--- config.mk ---
export PLATFORM = sky130hd
export DESIGN_NAME = m6800_periph_port
export DESIGN_NICKNAME = d
export VERILOG_FILES = /design/src/rtl/m6800_pkg.sv /design/src/rtl/m6800_sync.sv /design/src/rtl/m6800_periph_port.sv
export SDC_FILE = /design/constraint.sdc
export NUM_CORES = 1
export LEC_CHECK = 0
export CAP_MARGIN = 5
export CORE_MARGIN = 1.5
export CORE_UTILIZATION = 43
export CTS_CLUSTER_DIAMETER = 200
export DETAILED_ROUTE_END_ITERATION = 16
export GPL_ROUTABILITY_DRIVEN = 1
export PLACE_DENSITY = 0.75
export SYNTH_ARGS = -nofsm -noshare
export SYNTH_HDL_FRONTEND = slang
export SYNTH_HIERARCHICAL = 1
export SYNTH_SLANG_ARGS = --single-unit
--- constraint.sdc ---
create_clock -name C7M -period 1.78 [get_ports C7M]
set_input_delay 0.534 -clock C7M [delete_from_list [all_inputs] [get_ports C7M]]
set_output_delay 0.534 -clock C7M [all_outputs]
set_load 0.01 [all_outputs]
--- src/rtl/m6800_pkg.sv ---
// Shared definitions for the 6800-style peripheral port: FSM encoding and E clock shape.
package m6800_pkg;
  typedef enum logic [2:0] {
    ST_IDLE,
    ST_WAITV,
    ST_WAITE,
    ST_ACCESS,
    ST_HOLD
  } state_e;

  localparam int E_PERIOD = 10;
  localparam int E_HIGH   = 4;
  localparam int E_LOW    = 6;
endpackage

--- src/rtl/m6800_sync.sv ---
// Two-flop synchroniser for one asynchronous bus signal, with single-cycle
// rise/fall pulses derived from the synchronised level.
module m6800_sync #(
  parameter logic RST_VAL = 1'b0
) (
  input  logic clk_i,
  input  logic rst_i,
  input  logic d_i,
  output logic q_o,
  output logic rise_o,
  output logic fall_o
);
  // [0],[1] are the synchroniser; [2] is the previous synchronised level for edge detect
  logic [2:0] sh_q;

  // shift the input through; state changes on the falling C7M edge like the rest of the port
  always_ff @(negedge clk_i or posedge rst_i) begin
    if (rst_i) sh_q <= {3{RST_VAL}};
    else       sh_q <= {sh_q[1:0], d_i};
  end

  assign q_o    = sh_q[1];
  assign rise_o = sh_q[1] & ~sh_q[2];
  assign fall_o = ~sh_q[1] & sh_q[2];
endmodule

--- src/rtl/m6800_periph_port.sv ---
// Target side of a 68000 6800-style synchronous bus cycle: decodes an address
// window, asserts VPA_n, waits for VMA_n, then performs one E-locked register
// read or write and holds until the CPU drops AS_n.
module m6800_periph_port
  import m6800_pkg::*;
#(
  parameter int                ADDR_W    = 8,
  parameter logic [ADDR_W-1:0] BASE_ADDR = 8'hA0,
  parameter logic [ADDR_W-1:0] ADDR_MASK = 8'hF0,
  parameter int                REG_W     = 4,
  parameter int                WAIT_MAX  = 40
) (
  input  logic              C7M,
  input  logic              RESET,
  input  logic [ADDR_W-1:0] ADDR,
  input  logic              AS_n,
  input  logic              RW,
  input  logic              E,
  input  logic              VMA_n,
  input  logic [7:0]        DATA_IN,
  output logic [7:0]        DATA_OUT,
  output logic              DATA_OE,
  output logic              VPA_n,
  output logic [REG_W-1:0]  REG_ADDR,
  output logic [7:0]        REG_WDATA,
  output logic              REG_WR,
  output logic              REG_RD,
  input  logic [7:0]        REG_RDATA,
  output logic              TIMEOUT
);
  localparam int CNT_W = $clog2(WAIT_MAX + 1);

  logic as_s, e_s, vma_s;
  logic e_rise, e_fall;
  logic as_rise_unused, as_fall_unused, vma_rise_unused, vma_fall_unused;

  m6800_sync #(.RST_VAL(1'b1)) u_sync_as (
    .clk_i(C7M), .rst_i(RESET), .d_i(AS_n),
    .q_o(as_s), .rise_o(as_rise_unused), .fall_o(as_fall_unused)
  );
  m6800_sync #(.RST_VAL(1'b0)) u_sync_e (
    .clk_i(C7M), .rst_i(RESET), .d_i(E),
    .q_o(e_s), .rise_o(e_rise), .fall_o(e_fall)
  );
  m6800_sync #(.RST_VAL(1'b1)) u_sync_vma (
    .clk_i(C7M), .rst_i(RESET), .d_i(VMA_n),
    .q_o(vma_s), .rise_o(vma_rise_unused), .fall_o(vma_fall_unused)
  );

  state_e             state_q;
  logic [CNT_W-1:0]   cnt_q, cnt_d;
  logic               rw_q;
  logic               vpa_n_q, oe_q, wr_q, rd_q, tmo_q;
  logic [7:0]         dout_q, wdat_q;
  logic [REG_W-1:0]   radr_q;
  logic               hit;

  assign hit = !as_s && ((ADDR & ADDR_MASK) == (BASE_ADDR & ADDR_MASK));

  // wait counter increments but saturates so a stuck host cannot wrap it
  always_comb begin
    cnt_d = cnt_q;
    if (cnt_q != CNT_W'(WAIT_MAX)) cnt_d = cnt_q + CNT_W'(1);
  end

  // bus-cycle FSM with all outputs registered; strobes default low every cycle
  always_ff @(negedge C7M or posedge RESET) begin
    if (RESET) begin
      state_q <= ST_IDLE;
      cnt_q   <= '0;
      rw_q    <= 1'b1;
      vpa_n_q <= 1'b1;
      oe_q    <= 1'b0;
      dout_q  <= 8'h00;
      wdat_q  <= 8'h00;
      radr_q  <= '0;
      wr_q    <= 1'b0;
      rd_q    <= 1'b0;
      tmo_q   <= 1'b0;
    end else begin
      wr_q <= 1'b0;
      rd_q <= 1'b0;
      // AS_n released: drop everything; any strobe not yet issued is simply never issued
      if (state_q != ST_IDLE && as_s) begin
        state_q <= ST_IDLE;
        vpa_n_q <= 1'b1;
        oe_q    <= 1'b0;
      end else begin
        case (state_q)
          ST_IDLE: begin
            if (hit) begin
              vpa_n_q <= 1'b0;
              radr_q  <= ADDR[REG_W-1:0];
              rw_q    <= RW;
              cnt_q   <= '0;
              state_q <= ST_WAITV;
            end
          end
          ST_WAITV: begin
            cnt_q <= cnt_d;
            if (!vma_s) begin
              state_q <= ST_WAITE;
            end else if (cnt_d == CNT_W'(WAIT_MAX)) begin
              tmo_q   <= 1'b1;
              vpa_n_q <= 1'b1;
              state_q <= ST_HOLD;
            end
          end
          ST_WAITE: begin
            if (e_rise) begin
              rd_q    <= rw_q;
              state_q <= ST_ACCESS;
            end
          end
          ST_ACCESS: begin
            if (rw_q) begin
              // register file answers in the cycle the read strobe is visible
              if (rd_q) begin
                dout_q <= REG_RDATA;
                oe_q   <= 1'b1;
              end
              if (e_fall) state_q <= ST_HOLD;
            end else begin
              if (e_s) wdat_q <= DATA_IN;
              if (e_fall) begin
                wr_q    <= 1'b1;
                state_q <= ST_HOLD;
              end
            end
          end
          ST_HOLD: ;
          default: state_q <= ST_IDLE;
        endcase
      end
    end
  end

  assign DATA_OUT  = dout_q;
  assign DATA_OE   = oe_q;
  assign VPA_n     = vpa_n_q;
  assign REG_ADDR  = radr_q;
  assign REG_WDATA = wdat_q;
  assign REG_WR    = wr_q;
  assign REG_RD    = rd_q;
  assign TIMEOUT   = tmo_q;
endmodule

**Word level (Yosys, flattened, before mapping)**

Cells that the tools add are included.

- Register bits: 42
- Bits in latches: 0
- Bits in writable memories: 0
- Bits in read-only memories: 0
- Bits of input ports: 30
- Output and inout port bits: 25
- Logic and storage cells: 80
- Memories: 0

- $add $sub $neg: 1
- Multiply operators: 0
- Divide/modulo/power cells: 0
- $lt $le $gt $ge: 0
- Eq/ne operators: 15
- Shifts and indexed selects: 0
- Multiplexer cells: 26
- Bitwise operators: 6
- Reduce and logical (&&, ||, !) cells: 18

Operators by type and width:

| kind | count |
|---|---|
| 3-bit 2-to-1 mux | 6 |
| 4-bit AND reduction | 4 |
| 1-bit 2-to-1 mux | 15 |
| 3-bit one-hot mux with 5 select lines | 1 |
| 6-bit 2-to-1 mux | 2 |
| 3-bit inequality test, second input constant | 4 |
| 6-bit one-hot mux with 2 select lines | 1 |
| 3-bit AND reduction | 3 |
| 2-bit nonzero test | 4 |
| 6-bit by 1-bit adder with 6-bit output, second input constant | 1 |
| 3-bit by 2-bit equality test with 1-bit output, second input constant | 2 |
| 6-bit equality test, second input constant | 1 |
| 6-bit inequality test, second input constant | 1 |
| 3-bit nonzero test | 2 |
| 5-bit AND reduction | 1 |
| 4-bit equality test, second input constant | 1 |
| 2-bit inequality test, second input constant | 2 |
| 4-bit inequality test, second input constant | 1 |
| 1-bit inverter | 4 |
| 3-bit by 1-bit equality test with 1-bit output, second input constant | 1 |
| 3-bit equality test, second input constant | 1 |
| 3-bit logical NOT | 1 |
| 3-bit by 2-bit inequality test with 1-bit output, second input constant | 1 |
| 1-bit bitwise AND | 2 |
| 3 further kinds | 4 |

**Longest topological paths before layout**

- Depth in word-level cells: 7
- Gate-level depth with buffers: 7

**By module**

The synthesis kept the hierarchy.

By module, submodules not included:

| module | times used | cells each | area each (µm²) |
|---|---|---|---|
| m6800_periph_port | 1 | 152 | 1,726.7 |
| m6800_sync (u_sync_as ...) | 2 | 7 | 101.3 |
| m6800_sync (u_sync_e) | 1 | 6 | 93.8 |

==> results <==
==> flip-flops by register name (all words and copies together) (netlist names) <==
signal and flops:
DATA_OUT 8, REG_WDATA 8, cnt_q 6, REG_ADDR 4, state_q 3, u_sync_e/sh_q 3
u_sync_as/sh_q 2, u_sync_vma/sh_q 2, DATA_OE 1, REG_RD 1, REG_WR 1, TIMEOUT 1
VPA_n 1, rw_q 1
==> worst max path at each step <==
stage                     depth (start not counted)  startpoint          end  slack [ns]
after floorplan                                   3     ADDR[6]  REG_ADDR[0]       -0.60
after global placement                            4     ADDR[6]  REG_ADDR[0]       -1.11
after detailed placement                          4     ADDR[6]  REG_ADDR[3]       -1.14
after CTS                                         1       VPA_n        VPA_n       -0.64
after global routing                              1       VPA_n        VPA_n       -0.66
final                                             1       VPA_n        VPA_n       -0.63
==> power breakdown <==
part | total [mW] | switching [mW] | internal (mW)
Combinational | 0.617 | 0.263 | 0.354
Sequential | 1.18 | 0.106 | 1.08
Clock | 0.651 | 0.361 | 0.291
Total | 2.45 | 0.730 | 1.72
==> layout by cell type, fill, tap and decap left out, types with 6 or more instances in the layout <==
| master | instances |
|---|---|
| sky130_fd_sc_hd__dlygate4sd2_1 | 16 |
| sky130_fd_sc_hd__inv_1 | 15 |
| sky130_fd_sc_hd__mux2_4 | 20 |
| sky130_fd_sc_hd__o21ai_1 | 6 |
| sky130_fd_sc_hd__buf_6 | 8 |
| sky130_fd_sc_hd__buf_4 | 24 |
| sky130_fd_sc_hd__buf_2 | 24 |
| sky130_fd_sc_hd__nand2_1 | 13 |
| sky130_fd_sc_hd__dfrtn_1 | 36 |
| sky130_fd_sc_hd__dfstp_2 | 6 |
| sky130_fd_sc_hd__clkdlybuf4s50_1 | 9 |
==> layer usage <==
metal | global-route usage, % | vias to the layer above | share of wire, %
li1 | - | 753 | -
met5 | 0 | - | 0
met3 | 4.906 | 6 | 3.8
met4 | 7.692 | 0 | 1.7
met1 | 24.39 | 756 | 43
met2 | 29.42 | 45 | 51
==> final cells by class <==
class	count	area, µm²	area share [%]
clock buffers	6	72.57	2.529
clock inverters	8	33.78	1.177
inverters	10	41.29	1.439
multi-input cells	104	937.1	32.66
flip-flops and latches	42	1059	36.90
well taps	52	65.06	2.268
repair buffers	83	660.6	23.03
==> what timing repair did <==
item                                    CTS  global route
pin swaps                                 7             2
buffers inserted                          7             8
endpoints found under the setup margin   55            40
gates resized for setup                 157            12
hold buffers                              0             0
==> out/results.md <==
Floorplanning
- **Boundary Pins** 55
- **area of the die** 4925 µm²
- **standard cell core area** 4354 µm²
- **die width** 70.18 µm
- **number of placement rows** 24
- **starting density of the core** 44.57%
- **vertical die dimension** 70.18 µm

Final layout
- **final non-filler cell area** 2869 µm²
- **final std cells w/o fill** 305
- **final core utilization** 65.89%
- **Area growth syn-to-layout** 47.84%
- **share of post-route cells with drive strength above 1** 46.25%
- **number of fillers in the final layout** 347
- **total number of nets in the final design** 284
- **count of antenna diodes in the layout** 0

Setup path
- **worst reg-to-reg path cell count** 6
- **critical path required time** 1.25 ns
- **cell type group with the largest total delay on the critical path** flip-flops
- **critical path buffer and inverter count** 1
- **critical-path maximum fanout** 2
- **kind of start point of the critical path** register
- **ordered list of cells on the worst path** buf_6
- **reg-to-reg setup timing slack** 0.08 ns
- **reg-to-reg critical path startpoint** cnt_q[0]
- **standard cell with the maximum stage delay on the critical path** sky130_fd_sc_hd__dfstp_2
- **arrival time worst endpoint** 1.87 ns
- **longest individual stage delay on the worst path** 0.54 ns
- **endpoint type of the worst setup path** output pin
- **kind of critical path** register to output pin
- **endpoint of the lowest-slack register-to-register path** TIMEOUT

Yosys
- **average cell area after synthesis** 11.69 µm²
- **Mapped Area** 1941 µm²
- **Post-Synthesis Cells** 166
- **post-synthesis net count** 198
- **Yosys warnings** 6

Global route
- **GRT Resource Usage Total** 18.63%
- **global route overflow** 0
- **initial antenna violation count** 0
- **maximum number of pins on one net before global-route repair** 17
- **first-pass GRT wire length** 7.189 mm
- **via count of the first global-routing pass** 1556

STA
- **setup violators final** 39
- **number of max-slew violations in the final report** 0
- **setup TNS** -17.47 ns
- **Rel. slew slack** 74.95%
- **skew final** 0.06260 ns
- **worst path setup slack after routing** -0.6282 ns
- **endpoints failing hold** 0
- **RSZ-0062 raised after global routing** yes
- **worst hold-check slack** 0.2960 ns
- **slew of the pin with the lowest slew margin** 0.3737 ns

Flow run
- **Max-cap violations** 0

Placed design
- **number of port buffers** 54
- **Placed Instances** 279
- **pre-CTS setup slack** -1.142 ns
- **final estimated routing congestion in global placement** 0.8520
- **post-detailed-placement half-perimeter wirelength** 3.053 mm
- **placed instance area** 2670 µm²

CTS
- **total clock buffers created by CTS** 5
- **number of levels the H-tree was split into** 2
- **number of sinks on the clock net** 42
- **clock latency on the worst-skew pair** 0.35 ns
- **clock tree root driver cell** sky130_fd_sc_hd__clkbuf_8
- **largest buffer count on any clock path** 2
- **clock tree from TritonCTS** yes
- **register clock-pin slew on the reported worst setup and hold paths** 0.05 ns

Hold path
- **HP Class** register to register
- **beginning of the worst hold path** u_sync_e/sh_q[0]
- **Hold Path End** u_sync_e/sh_q[1]
- **number of cells on the worst hold path** 0

Power
- **VDD IR-drop max** 662.1 µV
- **Design Power** 2.453 mW
- **leakage power summed over all cells** 1.404 nW
- **power density over cell area** 855.0 nW/µm²

Detailed routing
- **DR vias** 1560
- **number of nets with antenna violations after detailed routing** 0
- **number of remaining DRC errors** 0
- **Iteration-0 DRC Markers** 85
- **Wirelength per Cell** 14.14 µm
- **total wirelength of the detailed-routed design** 4.314 mm
- **first-pass iteration count of the detailed router** 4
- **Via-to-Cell Ratio** 5.115

Outcome
- **run status** complete, but fails checks
- **violations in the final reports** negative setup slack

Note: power is estimated with default switching activity, not from simulation.
